**src/rtl/rpc2_ctrl_axi3_wr_addr_control_if.sv**
```systemverilog
// AW/W/B, packing-stage and memory-command signals of the RPC2 write-address controller.
// Handshakes use valid/ready: a transfer happens on the clk edge where both are high.
interface rpc2_ctrl_axi3_wr_addr_control_if #(
  parameter int ID_W   = 4,
  parameter int ADDR_W = 32,
  parameter int DATA_W = 32
);
  localparam int NB = DATA_W / 8;

  logic [ID_W-1:0]   axi_awid;
  logic [ADDR_W-1:0] axi_awaddr;
  logic [3:0]        axi_awlen;
  logic [2:0]        axi_awsize;
  logic [1:0]        axi_awburst;
  logic              axi_awvalid;
  logic              axi_awready;
  logic              axi_wready;
  logic [ID_W-1:0]   axi_bid;
  logic [1:0]        axi_bresp;
  logic              axi_bvalid;
  logic              axi_bready;
  logic              wready_req;
  logic [1:0]        wready_size;
  logic              wready_fixed;
  logic [NB-1:0]     wready_strb;
  logic [ID_W-1:0]   wready_id;
  logic              wready_done;
  logic              wdat_full;
  logic              cmd_valid;
  logic              cmd_ready;
  logic [ADDR_W-1:0] cmd_addr;
  logic [3:0]        cmd_len;
  logic [2:0]        cmd_size;
  logic [1:0]        cmd_burst;
  logic [2:0]        state_dbg;

  modport slave (
    input  axi_awid, axi_awaddr, axi_awlen, axi_awsize, axi_awburst, axi_awvalid,
    input  axi_bready, wready_done, wdat_full, cmd_ready,
    output axi_awready, axi_wready, axi_bid, axi_bresp, axi_bvalid,
    output wready_req, wready_size, wready_fixed, wready_strb, wready_id,
    output cmd_valid, cmd_addr, cmd_len, cmd_size, cmd_burst, state_dbg
  );

  modport master (
    output axi_awid, axi_awaddr, axi_awlen, axi_awsize, axi_awburst, axi_awvalid,
    output axi_bready, wready_done, wdat_full, cmd_ready,
    input  axi_awready, axi_wready, axi_bid, axi_bresp, axi_bvalid,
    input  wready_req, wready_size, wready_fixed, wready_strb, wready_id,
    input  cmd_valid, cmd_addr, cmd_len, cmd_size, cmd_burst, state_dbg
  );
endinterface

```
**src/rtl/rpc2_ctrl_axi3_wr_addr_control.sv**
```systemverilog
// Single-outstanding AXI3 write-address/response controller: captures one AW burst,
// issues the memory command, gates WREADY during packing and returns the B response.
module rpc2_ctrl_axi3_wr_addr_control #(
  parameter int C_AXI_ID_WIDTH   = 4,
  parameter int C_AXI_ADDR_WIDTH = 32,
  parameter int C_AXI_DATA_WIDTH = 32
) (
  input logic clk,
  input logic reset,
  rpc2_ctrl_axi3_wr_addr_control_if.slave bus
);
  localparam int NB = C_AXI_DATA_WIDTH / 8;
  localparam int AB = $clog2(NB);

  typedef enum logic [2:0] {
    S_IDLE = 3'd0,
    S_REQ  = 3'd1,
    S_CMD  = 3'd2,
    S_DATA = 3'd3,
    S_RESP = 3'd4
  } state_t;

  state_t state, state_next;
  logic   aw_ready_q;
  logic   aw_hs;

  logic [C_AXI_ID_WIDTH-1:0]   id_q;
  logic [C_AXI_ADDR_WIDTH-1:0] addr_q;
  logic [3:0]                  len_q;
  logic [2:0]                  size_q;
  logic [1:0]                  burst_q;
  logic                        fixed_q;
  logic                        err_q;
  logic [NB-1:0]               strb_q;

  logic [NB-1:0] strb_next;
  logic [4:0]    nbytes;
  logic [15:0]   lane_mask;
  logic [2:0]    lane_off;
  logic          err_next;

  assign aw_hs = (state == S_IDLE) && aw_ready_q && bus.axi_awvalid;

  always_ff @(posedge clk or posedge reset) begin
    if (reset) begin
      state      <= S_IDLE;
      aw_ready_q <= 1'b0;
    end else begin
      state      <= state_next;
      aw_ready_q <= (state_next == S_IDLE);
    end
  end

  always_comb begin
    state_next = state;
    case (state)
      S_IDLE:  if (aw_hs) state_next = S_REQ;
      S_REQ:   state_next = S_CMD;
      S_CMD:   if (bus.cmd_ready) state_next = S_DATA;
      S_DATA:  if (bus.wready_done) state_next = S_RESP;
      S_RESP:  if (bus.axi_bready) state_next = S_IDLE;
      default: state_next = S_IDLE;
    endcase
  end

  always_comb begin
    bus.axi_awready = aw_ready_q;
    bus.wready_req  = (state == S_REQ);
    bus.cmd_valid   = (state == S_CMD);
    bus.axi_wready  = (state == S_DATA) && !bus.wdat_full;
    bus.axi_bvalid  = (state == S_RESP);
    bus.state_dbg   = state;
  end

  // First-beat lanes: a size-wide mask placed at the size-aligned offset within the bus word.
  always_comb begin
    nbytes    = 5'd1 << bus.axi_awsize[1:0];
    lane_mask = 16'((17'd1 << nbytes) - 17'd1);
    lane_off  = 3'(bus.axi_awaddr[AB-1:0]) & ~(nbytes[2:0] - 3'd1);
    strb_next = NB'(lane_mask << lane_off);
    err_next  = (bus.axi_awsize > 3'(AB)) || (bus.axi_awburst == 2'b11);
  end

  always_ff @(posedge clk or posedge reset) begin
    if (reset) begin
      id_q    <= '0;
      addr_q  <= '0;
      len_q   <= '0;
      size_q  <= '0;
      burst_q <= '0;
      fixed_q <= 1'b0;
      err_q   <= 1'b0;
      strb_q  <= '0;
    end else if (aw_hs) begin
      id_q    <= bus.axi_awid;
      addr_q  <= bus.axi_awaddr;
      len_q   <= bus.axi_awlen;
      size_q  <= bus.axi_awsize;
      burst_q <= bus.axi_awburst;
      fixed_q <= (bus.axi_awburst == 2'b00);
      err_q   <= err_next;
      strb_q  <= strb_next;
    end
  end

  // Erroneous bursts still run the full flow; only the response code reports them.
  assign bus.axi_bid      = id_q;
  assign bus.axi_bresp    = err_q ? 2'b10 : 2'b00;
  assign bus.wready_size  = size_q[1:0];
  assign bus.wready_fixed = fixed_q;
  assign bus.wready_strb  = strb_q;
  assign bus.wready_id    = id_q;
  assign bus.cmd_addr     = addr_q;
  assign bus.cmd_len      = len_q;
  assign bus.cmd_size     = size_q;
  assign bus.cmd_burst    = burst_q;
endmodule

```
**src/flat_wrapper.sv**
```systemverilog
// flat-port wrapper written by rule: the top's interface ports become plain ports
module rpc2_ctrl_axi3_wr_addr_control_flat 
#(
  parameter int C_AXI_ID_WIDTH   = 4,
  parameter int C_AXI_ADDR_WIDTH = 32,
  parameter int C_AXI_DATA_WIDTH = 32
)
  (clk, reset, bus_axi_awid, bus_axi_awaddr, bus_axi_awlen, bus_axi_awsize, bus_axi_awburst, bus_axi_awvalid, bus_axi_bready, bus_wready_done, bus_wdat_full, bus_cmd_ready, bus_axi_awready, bus_axi_wready, bus_axi_bid, bus_axi_bresp, bus_axi_bvalid, bus_wready_req, bus_wready_size, bus_wready_fixed, bus_wready_strb, bus_wready_id, bus_cmd_valid, bus_cmd_addr, bus_cmd_len, bus_cmd_size, bus_cmd_burst, bus_state_dbg);
  rpc2_ctrl_axi3_wr_addr_control_if #(.ID_W(4), .ADDR_W(32), .DATA_W(32)) bus_i ();
  input logic clk;
  input logic reset;
  input wire logic [$bits(bus_i.axi_awid)-1:0] bus_axi_awid;
  input wire logic [$bits(bus_i.axi_awaddr)-1:0] bus_axi_awaddr;
  input wire logic [$bits(bus_i.axi_awlen)-1:0] bus_axi_awlen;
  input wire logic [$bits(bus_i.axi_awsize)-1:0] bus_axi_awsize;
  input wire logic [$bits(bus_i.axi_awburst)-1:0] bus_axi_awburst;
  input wire logic [$bits(bus_i.axi_awvalid)-1:0] bus_axi_awvalid;
  input wire logic [$bits(bus_i.axi_bready)-1:0] bus_axi_bready;
  input wire logic [$bits(bus_i.wready_done)-1:0] bus_wready_done;
  input wire logic [$bits(bus_i.wdat_full)-1:0] bus_wdat_full;
  input wire logic [$bits(bus_i.cmd_ready)-1:0] bus_cmd_ready;
  output wire logic [$bits(bus_i.axi_awready)-1:0] bus_axi_awready;
  output wire logic [$bits(bus_i.axi_wready)-1:0] bus_axi_wready;
  output wire logic [$bits(bus_i.axi_bid)-1:0] bus_axi_bid;
  output wire logic [$bits(bus_i.axi_bresp)-1:0] bus_axi_bresp;
  output wire logic [$bits(bus_i.axi_bvalid)-1:0] bus_axi_bvalid;
  output wire logic [$bits(bus_i.wready_req)-1:0] bus_wready_req;
  output wire logic [$bits(bus_i.wready_size)-1:0] bus_wready_size;
  output wire logic [$bits(bus_i.wready_fixed)-1:0] bus_wready_fixed;
  output wire logic [$bits(bus_i.wready_strb)-1:0] bus_wready_strb;
  output wire logic [$bits(bus_i.wready_id)-1:0] bus_wready_id;
  output wire logic [$bits(bus_i.cmd_valid)-1:0] bus_cmd_valid;
  output wire logic [$bits(bus_i.cmd_addr)-1:0] bus_cmd_addr;
  output wire logic [$bits(bus_i.cmd_len)-1:0] bus_cmd_len;
  output wire logic [$bits(bus_i.cmd_size)-1:0] bus_cmd_size;
  output wire logic [$bits(bus_i.cmd_burst)-1:0] bus_cmd_burst;
  output wire logic [$bits(bus_i.state_dbg)-1:0] bus_state_dbg;
  assign bus_i.axi_awid = bus_axi_awid;
  assign bus_i.axi_awaddr = bus_axi_awaddr;
  assign bus_i.axi_awlen = bus_axi_awlen;
  assign bus_i.axi_awsize = bus_axi_awsize;
  assign bus_i.axi_awburst = bus_axi_awburst;
  assign bus_i.axi_awvalid = bus_axi_awvalid;
  assign bus_i.axi_bready = bus_axi_bready;
  assign bus_i.wready_done = bus_wready_done;
  assign bus_i.wdat_full = bus_wdat_full;
  assign bus_i.cmd_ready = bus_cmd_ready;
  assign bus_axi_awready = bus_i.axi_awready;
  assign bus_axi_wready = bus_i.axi_wready;
  assign bus_axi_bid = bus_i.axi_bid;
  assign bus_axi_bresp = bus_i.axi_bresp;
  assign bus_axi_bvalid = bus_i.axi_bvalid;
  assign bus_wready_req = bus_i.wready_req;
  assign bus_wready_size = bus_i.wready_size;
  assign bus_wready_fixed = bus_i.wready_fixed;
  assign bus_wready_strb = bus_i.wready_strb;
  assign bus_wready_id = bus_i.wready_id;
  assign bus_cmd_valid = bus_i.cmd_valid;
  assign bus_cmd_addr = bus_i.cmd_addr;
  assign bus_cmd_len = bus_i.cmd_len;
  assign bus_cmd_size = bus_i.cmd_size;
  assign bus_cmd_burst = bus_i.cmd_burst;
  assign bus_state_dbg = bus_i.state_dbg;
  rpc2_ctrl_axi3_wr_addr_control #(.C_AXI_ID_WIDTH(C_AXI_ID_WIDTH), .C_AXI_ADDR_WIDTH(C_AXI_ADDR_WIDTH), .C_AXI_DATA_WIDTH(C_AXI_DATA_WIDTH)) u_core (.clk(clk), .reset(reset), .bus(bus_i));
endmodule
```
**config.mk**
```make
export PLATFORM = sky130hd
export DESIGN_NAME = rpc2_ctrl_axi3_wr_addr_control_flat
export DESIGN_NICKNAME = d
export VERILOG_FILES = /design/src/rtl/rpc2_ctrl_axi3_wr_addr_control_if.sv /design/src/rtl/rpc2_ctrl_axi3_wr_addr_control.sv /design/src/flat_wrapper.sv
export SDC_FILE = /design/constraint.sdc
export NUM_CORES = 1
export LEC_CHECK = 0
export ABC_CLOCK_PERIOD_IN_PS = 5800
export BUFFER_PORTS_ARGS = -buffer_cell sky130_fd_sc_hd__buf_4
export CORE_MARGIN = 4
export CORE_UTILIZATION = 50
export CTS_CLUSTER_SIZE = 30
export DETAILED_ROUTE_END_ITERATION = 10
export GPL_ROUTABILITY_DRIVEN = 0
export MAX_ROUTING_LAYER = met4
export PLACE_DENSITY = 0.95
export SETUP_SLACK_MARGIN = 0.02
export SYNTH_ARGS = -nofsm -noshare
export SYNTH_HDL_FRONTEND = slang
export SYNTH_SLANG_ARGS = --single-unit
```
**constraint.sdc**
```tcl
create_clock -name clk -period 5.8 [get_ports clk]
set_clock_uncertainty 0.1 [all_clocks]
set_input_delay 0.58 -clock clk [delete_from_list [all_inputs] [get_ports clk]]
set_output_delay 0.58 -clock clk [all_outputs]
set_load 0.02 [all_outputs]
```
==> impl_metrics.toml <==
[critical_path]
cp_data_arrival_time_ns = 2.72
crit_required_ns = 5.89
crit_type = "flip-flop to flip-flop"
timing.rr.end = "u_core.bus.cmd_len[3]"
end_kind = "flip-flop"
r2r_cells = 3
r2r_setup_slack_ns = 3.16
crit_fanout = 51
cp-endpoint = "u_core.bus.cmd_len[3]"
regToRegStartpoint = "u_core.bus.state_dbg[2]"
start_kind = "flip-flop"
crit_path_start = "u_core.bus.state_dbg[2]"

[layout]
seq_area_um2 = 1380
drive_gt1_frac = 0.648
diodes = 0
multi_input_area_um2 = 978
post-route-util = 0.719
final_nets = 322
syn2layout_area_growth_pct = 35.9
fillers = 352

[timing]
fmax_ghz = 0.379
tightest_slew_ns = 1.14
finalCriticalPeriod_ns = 2.64
fin_crit_sh = 0.454
setup_viol = 0
finalHoldViolations = 0
slew_headroom = 0.239
setup_slack_ns = 3.16
drv_slew = 0
grt_setup_unrepaired = "no"
setup_tns_ns = 0

[clocking]
clock-sinks = 55
clock-root-buffer = "clkbuf_8"
clkTransAtPathRegs_ns = 0.09
cts_setup_buffers = 0
cts.path.max_buffers = 2
cts_inserted_buffers = 5
clock_latency_ns = 0.30
hold_buffers = 0
htreeDepth = 2
cts_tree = "yes"
cts_resized = 0

[detailed_routing]
dr.pass1.iters = 4
via_per_inst = 5.00
drt_iter0_drc = 80
routed_wl_um = 5890
antenna_left = 0
wl_per_cell_um = 17.5
vias = 1686
remaining_drc_errors = 0

[min_path]
hold_path_class = "input port to async pin"

[outcome]
status = "finished clean"

[floorplanning]
die_w_um = 79.4
num_rows = 25
start_util = 0.529
dieArea_um2 = 6310
core_area_um2 = 4820
pin_count = 118
die_h_um = 79.4

[global_routing]
grt_pass1_wl_um = 9400
grt_pass1_vias = 1781
grt_util_all_layers = 0.197
overflow = 0
grt_max_degree = 56
antenna_found_initial = 0

[placement]
pre_cts_ws_ns = 3.19
numPortBuffers = 116
hpwl_um = 4430

[logic_synthesis]
synthesis.area_um2 = 2550
ys_types = 35
syn_inst = 161
seq_area_frac_synth = 0.540
mappedNetlistNets = 214
yosys_warnings = 0
yosysTopAreaCell = "dfrtp_1"
yosysTopAreaCellShare = 0.540
synth_area_per_cell_um2 = 15.8
ys_seq_elements = 55
synth.area.top_cells = "dfrtp_1 54%, mux2_4 28%, buf_12 3.9%, buf_4 2.4%, a21oi_1 0.79%"

[flow_run]
cap_viol_max_count = 0

[power]
p_per_area_nw_per_um2 = 598
ir_drop_uv = 301
p_leak_uw = 0.00175
## sequential cells by signal (all words and copies together), names as in the netlist
name / cells
u_core.err_q: 1
u_core.bus.cmd_size: 3
u_core.bus.cmd_len: 4
u_core.bus.wready_strb: 4
u_core.bus.axi_awready: 1
u_core.bus.axi_bid: 4
u_core.bus.cmd_addr: 32
u_core.bus.wready_fixed: 1
u_core.bus.cmd_burst: 2
u_core.bus.state_dbg: 3
## through the flow
step                      instance area (um^2)  std cells  power [uW]  hold WS (ns)
after floorplan                           2550        161        1390         0.392
after global placement                    3330        329        1760         0.394
after detailed placement                  3330        329        1790         0.398
after CTS                                 3460        337        2090         0.361
after global routing                      3460        337        2180         0.358
final                                     3460        337        2070         0.354
## routing by layer
layer | vias up | share of wire | global-route usage
met5 | - | 0 | -
met2 | 87 | 0.48 | 0.317
li1 | 775 | - | -
met1 | 818 | 0.42 | 0.259
met3 | 6 | 0.085 | 0.0474
met4 | 0 | 0.0075 | 0.0378
## cell families (layout without fill, tap and decap cells)
group | after synthesis | after routing | share of synthesized area
DFF | 55 | 55 | 0.540
AOI/OAI and AO/OA | 15 | 15 | 0.0398
adders and majority gates | 1 | 1 | 0.00491
and+or+nand+nor | 20 | 20 | 0.0525
other | 1 | 1 | 0.00147
muxes | 49 | 49 | 0.285
buffers and inverters | 20 | 129 | 0.0765
## Yosys cell counts
master	number
nor4b_1	1
buf_2	1
o41ai_1	1
conb_1	1
nor2_8	1
o31a_1	1
buf_4	8
a211o_1	1
and2_1	1
or4b_4	1
o22ai_1	1
a211oi_1	1
nor3_1	2
mux2_2	1
o2bb2ai_1	1
buf_12	5
nor3b_1	1
nor2_1	5
nor2b_1	2
nor4bb_1	1
and3_1	1
a21boi_0	1
a221oi_1	1
clkbuf_1	1
buf_6	1
a21oi_1	4
nand2b_1	2
inv_1	4
nand2_1	2
mux2_4	47
mux2i_1	1
dfrtp_1	55
o21ai_0	2
ha_1	1
a31oi_1	1
## cell type report
type / count / share of cell area
Clock buffer: 6 / 0.0209
Inverter: 4 / 0.00433
Timing Repair Buffer: 117 / 0.254
Tap cell: 67 / 0.0242
Multi-Input combinational cell: 86 / 0.282
Sequential cell: 55 / 0.397
Clock inverter: 2 / 0.0173
## how the worst min path moves through the flow
| stage | startpoint | end | slack (ns) | depth (start not counted) |
|---|---|---|---|---|
| 3_5_place_dp | u_core.bus.cmd_addr[9] | u_core.bus.cmd_addr[9] | 0.40 | 1 |
| 2_1_floorplan | u_core.err_q | u_core.err_q | 0.39 | 2 |
| 5_1_grt | bus_axi_awburst[0] | u_core.bus.wready_fixed | 0.36 | 2 |
| 3_3_place_gp | u_core.bus.cmd_addr[10] | u_core.bus.cmd_addr[10] | 0.39 | 1 |
| 4_1_cts | bus_axi_awburst[0] | u_core.bus.wready_fixed | 0.36 | 2 |
| 6_report | reset | u_core.bus.cmd_addr[18] | 0.35 | 3 |
## worst max-delay path, stage by stage, from the launching register on
cell and delay (ns):
dfrtp_1 0.48, or4b_4 0.63, nor2_8 0.85, mux2_2 0.42
## cell usage in the layout (no fill, tap or decap), types with 2 or more instances in the layout
| master | instances |
|---|---|
| nor3_1 | 2 |
| clkbuf_8 | 5 |
| bufinv_16 | 2 |
| mux2_4 | 47 |
| nor2_1 | 5 |
| nand2_1 | 2 |
| inv_1 | 3 |
| o21ai_0 | 2 |
| a21oi_1 | 4 |
| nor2b_1 | 2 |
| dfrtp_1 | 55 |
| nand2b_1 | 2 |
| buf_4 | 117 |
## report_power, final
group / leakage [uW] / switching (uW) / internal (uW) / total (uW)
Clock: 0.0000654 / 117 / 172 / 289
Sequential: 0.000664 / 139 / 572 / 712
Combinational: 0.00102 / 506 / 566 / 1070
Total: 0.00175 / 762 / 1310 / 2070
Note: power is estimated with default switching activity, not from simulation.
